[src/rtl/alu_arbiter.sv]
// alu_arbiter: shares one combinational ALU between the EX stage (requester 0)
// and the branch/compare unit (requester 1). Round-robin grant, operands are
// registered toward the ALU, and the result is captured and held until the
// winning requester takes it (optionally dropped after RSP_TIMEOUT cycles).
module alu_arbiter #(
    parameter int DW          = 32,
    parameter int RSP_TIMEOUT = 0
) (
    input  logic          clk,
    input  logic          rst_n,
    input  logic          req0_valid,
    output logic          req0_ready,
    input  logic [5:0]    req0_op,
    input  logic [4:0]    req0_shamt,
    input  logic [DW-1:0] req0_src1,
    input  logic [DW-1:0] req0_src2,
    input  logic          req1_valid,
    output logic          req1_ready,
    input  logic [5:0]    req1_op,
    input  logic [4:0]    req1_shamt,
    input  logic [DW-1:0] req1_src1,
    input  logic [DW-1:0] req1_src2,
    output logic          rsp0_valid,
    input  logic          rsp0_ready,
    output logic          rsp1_valid,
    input  logic          rsp1_ready,
    output logic [DW-1:0] rsp_data,
    output logic          rsp_equal,
    output logic [5:0]    alu_ctr,
    output logic [4:0]    alu_shamt,
    output logic [DW-1:0] alu_src1,
    output logic [DW-1:0] alu_src2,
    input  logic [DW-1:0] alu_out,
    input  logic          alu_equal,
    output logic          busy,
    output logic          drop_err
);
    typedef enum logic [1:0] {IDLE, EXEC, DONE} state_t;

    localparam bit            TO_EN    = (RSP_TIMEOUT > 0);
    localparam int            CW       = (RSP_TIMEOUT > 1) ? $clog2(RSP_TIMEOUT) : 1;
    localparam logic [CW-1:0] CNT_LAST = CW'((RSP_TIMEOUT > 0) ? RSP_TIMEOUT - 1 : 0);

    state_t        state;
    logic          last_grant;   // requester that won most recently
    logic          owner;        // requester whose result is in flight
    logic [CW-1:0] cnt;          // DONE cycles spent waiting for the owner
    logic          grant0;
    logic          grant1;
    logic          rsp_hs;

    // Round-robin grant; only one ready may ever be high, and only in IDLE.
    always_comb begin
        grant0 = 1'b0;
        grant1 = 1'b0;
        if (state == IDLE) begin
            if (req0_valid && req1_valid) begin
                grant0 = last_grant;
                grant1 = !last_grant;
            end else begin
                grant0 = req0_valid;
                grant1 = req1_valid;
            end
        end
    end

    assign req0_ready = grant0;
    assign req1_ready = grant1;
    assign rsp0_valid = (state == DONE) && !owner;
    assign rsp1_valid = (state == DONE) && owner;
    assign rsp_hs     = owner ? rsp1_ready : rsp0_ready;
    assign busy       = (state != IDLE);

    // Issue / execute / respond sequencing; alu_* only move on a request handshake.
    always_ff @(posedge clk or negedge rst_n) begin
        if (!rst_n) begin
            state      <= IDLE;
            last_grant <= 1'b1;
            owner      <= 1'b0;
            cnt        <= '0;
            alu_ctr    <= '0;
            alu_shamt  <= '0;
            alu_src1   <= '0;
            alu_src2   <= '0;
            rsp_data   <= '0;
            rsp_equal  <= 1'b0;
            drop_err   <= 1'b0;
        end else begin
            case (state)
                IDLE: begin
                    if (grant0 || grant1) begin
                        alu_ctr    <= grant1 ? req1_op    : req0_op;
                        alu_shamt  <= grant1 ? req1_shamt : req0_shamt;
                        alu_src1   <= grant1 ? req1_src1  : req0_src1;
                        alu_src2   <= grant1 ? req1_src2  : req0_src2;
                        owner      <= grant1;
                        last_grant <= grant1;
                        state      <= EXEC;
                    end
                end
                EXEC: begin
                    rsp_data  <= alu_out;
                    rsp_equal <= alu_equal;
                    cnt       <= '0;
                    state     <= DONE;
                end
                DONE: begin
                    // A handshake on the would-be timeout cycle still delivers.
                    if (rsp_hs) begin
                        cnt   <= '0;
                        state <= IDLE;
                    end else if (TO_EN) begin
                        if (cnt == CNT_LAST) begin
                            cnt      <= '0;
                            drop_err <= 1'b1;
                            state    <= IDLE;
                        end else begin
                            cnt <= cnt + 1'b1;
                        end
                    end
                end
                default: state <= IDLE;
            endcase
        end
    end
endmodule

[config.mk]
export PLATFORM = sky130hd
export DESIGN_NAME = alu_arbiter
export DESIGN_NICKNAME = d
export VERILOG_FILES = /design/src/rtl/alu_arbiter.sv
export SDC_FILE = /design/constraint.sdc
export NUM_CORES = 1
export LEC_CHECK = 0
export ABC_AREA = 1
export CORE_MARGIN = 3
export CORE_UTILIZATION = 25
export DETAILED_ROUTE_END_ITERATION = 7
export PLACE_DENSITY_LB_ADDON = 0.2
export SLEW_MARGIN = 10
export SYNTH_ARGS = -nofsm -noshare
export SYNTH_HDL_FRONTEND = slang
export SYNTH_SLANG_ARGS = --single-unit
[constraint.sdc]
create_clock -name clk -period 3.7 [get_ports clk]
set_input_delay 1.11 -clock clk [delete_from_list [all_inputs] [get_ports clk]]
set_output_delay 1.11 -clock clk [all_outputs]
set_load 0.01 [all_outputs]
==> results.yml <==
floorplanning:
  rows: 52
  die_area_um2: 22890
  start_util_pct: 25.76
  die_w_um: 151.3
  die_y_um: 151.3
  io_pins: 303
  core-area_um2: 20490
cts:
  cts_setup_buffers: 0
  cts-root-buf: "clkbuf_16"
  clock_sinks: 112
  cts_tree: "done"
  cts_resized: 0
  path_clk_slew_ns: 0.07
  cts_hold_buffers: 0
  htree_levels: 3
  clk_latency_ns: 0.35
  cts_buffers: 9
  clock_path_buffers: 2
synthesis:
  post-synth-top-area-cell: "dfrtp_1"
  seq_area_frac_synth_pct: 53.12
  synth-adder-area-share_pct: 0
  synth_top_cell_area_share_pct: 52.62
  synth_common_cells: "nand2_1, nand4_1, dfrtp_1, nand3_1, buf_2"
  synth-edff-count: 0
  yosys.cell_types.count: 16
  synth_seq_cells: 112
  avgSynthCellArea_um2: 8.697
  yosys-top-cells-area: "dfrtp_1, nand4_1, nand2_1"
  synth_xor_area_share_pct: 0
  synth_mux_area_share_pct: 0
  synth_warnings: 1
  async_flop_share_pct: 100.0
  syn_inst: 607
  yosysMostFrequentCell: "nand2_1"
  synth-compound-area-share_pct: 0.1659
  netlist_area_um2: 5279
  synth_top_family_by_area: "simple AND/OR/NAND/NOR gates"
  synth_flop_cell: "dfrtp_1"
  synthesis.nets: 796
  synth_simple_gate_area_share_pct: 39.63
timing:
  finalClockSkew_ns: 0.01084
  tns_ns: 0
  period_minus_slack_ns: 3.255
  hold_viol_final: 0
  slew-limit-headroom_pct: 23.10
  rsz0062_at_grt: "no"
  slew_violations: 0
  timing.hold.ws_ns: 0.4711
  setup_violations: 0
  max_freq_mhz: 307.2
  worst_pin_slew_ns: 1.151
  timing.final.crit_share_pct: 87.98
placed_design:
  gp_congestion: 0.7536
  dpl.cell_count: 1123
  port_buffers: 301
  dp_hpwl_um: 13850
  place_area_um2: 8419
drt:
  via_per_inst: 4.881
  routed_wl_um: 20690
  first_pass_iters: 4
  vias: 5569
  drcViolationCount: 0
  drtAntennaViolNets: 0
  wl_per_cell_um: 18.13
  drt_iter0_markers: 285
worst_hold_path:
  holdPathStages: 2
  whs_endpoint: "rsp_data[24]"
  hold_path.class: "register to register"
  min_from: "rsp_data[24]"
critical_path:
  critPathBufInv: 3
  reg2reg_depth: 7
  worst-path-stages: 5
  critPathKind: "primary input to primary output"
  critPathTopFamily: "buffers and inverters"
  rrSetupSlack_ns: 1.42
  arrival_ns: 2.15
  timing.rr.start: "state[0]"
  required_ns: 2.59
  critPathMaxStageDelay_ns: 0.56
  crit_chain: "buf_2 > nand2_2 > nand3_1 > inv_1 > clkdlybuf4s50_1"
  cp_slowest_cell: "clkdlybuf4s50_1"
  reg2reg_to: "alu_src2[0]"
  critPathMaxFanout: 8
  start_kind: "primary input"
  end_kind: "primary output"
grt:
  use_met1_pct: 21.98
  grt_antenna_before_repair: 3
  grtUsageTotal_pct: 17.21
  grt-ovfl-total: 0
  use_met3_pct: 6.583
  top_usage_layer: "met2"
  grt_util_met2_pct: 26.81
  grt_pass1_vias: 5413
  grt_start_max_net_pins: 76
  grt_pass1_wl_um: 30700
layout:
  areaGrowthSynthToFinish_pct: 64.94
  multi_input_area_um2: 2117
  drive_gt1_share_pct: 4.488
  layout.nets: 1053
  fillCellCount: 2089
  stdcell_count: 1141
  final_area_um2: 8707
  regArea_um2: 2804
power:
  cellPowerDensity_nw_per_um2: 771.2
  ir_drop_uv: 302.8
  leakagePower_uw: 0.003742
outcome:
  outcome: "complete, no violations"
flow_run:
  cap_violations: 0
[routing by layer]
metal / vias up / wire (um)
li1: 2700 / -
met3: 25 / 2020
met5: - / 13
met2: 224 / 9522
met4: 2 / 452
met1: 2618 / 8683
[layout by cell type, fill, tap and decap left out]
| cell type | instances |
|---|---|
| clkinv_2 | 2 |
| inv_2 | 1 |
| nand2_2 | 2 |
| clkdlybuf4s50_1 | 298 |
| clkinv_4 | 2 |
| clkinvlp_4 | 1 |
| inv_1 | 7 |
| buf_2 | 2 |
| clkbuf_8 | 1 |
| dfstp_2 | 1 |
| buf_12 | 2 |
| inv_6 | 1 |
| nand2_1 | 149 |
| diode_2 | 2 |
| nor2_1 | 3 |
| dfrtp_1 | 111 |
| nor2_8 | 1 |
| conb_1 | 1 |
| nand4_1 | 150 |
| buf_4 | 13 |
| nand3_1 | 111 |
| clkbuf_16 | 9 |
| o21ai_4 | 1 |
[worst max-delay path by stage]
stage	start	end	slack, ns
floorplan	req1_valid	req0_ready	0.72
global placement	req0_valid	req1_ready	0.44
detailed placement	req0_valid	req1_ready	0.43
CTS	req0_valid	req1_ready	0.43
global route	req0_valid	req1_ready	0.37
finish	req0_valid	req1_ready	0.44
[flip-flops by register name, indices dropped and copies added (netlist names)]
name and cells:
owner 1, alu_src1 32, rsp_data 32, alu_shamt 5, alu_src2 32, last_grant 1
alu_ctr 6, state 2, rsp_equal 1
[metrics by stage]
step	utilization, %	setup slack (ns)	power, uW
after detailed placement	41.08	0.4345	5822
after global routing	42.48	0.3747	7227
after floorplan	-	0.7194	3966
after CTS	42.46	0.4341	6822
after global placement	41.08	0.4415	5811
final	42.48	0.4447	6715
[layout make-up]
class | count | share of cell area (%)
Antenna cell | 2 | 0.05748
Clock buffer | 10 | 2.745
Clock inverter | 6 | 0.5029
Inverter | 8 | 0.3449
Multi-Input combinational cell | 418 | 24.31
Sequential cell | 112 | 32.20
Tap cell | 270 | 3.880
Timing Repair Buffer | 315 | 35.95
[worst reg2reg max path, stage by stage (launching register included)]
cell,delay [ns]
dfrtp_1,0.44
nor2_8,0.15
buf_4,0.36
buf_4,0.60
o21ai_4,0.14
buf_4,0.27
nand2_1,0.13
nand3_1,0.09
[cells by family after synthesis]
kind of cell,after synthesis
and+or+nand+nor,416
other,1
buffers and inverters,77
AOI/OAI and AO/OA,1
DFF,112
[report_power, final]
group          total, uW  switching [uW]  leakage, uW  internal, uW
registers           2170             336      0.00138          1830
clock network        963             483     0.000139           480
logic               3580            1890      0.00222          1690
Note: power is estimated with default switching activity, not from simulation.
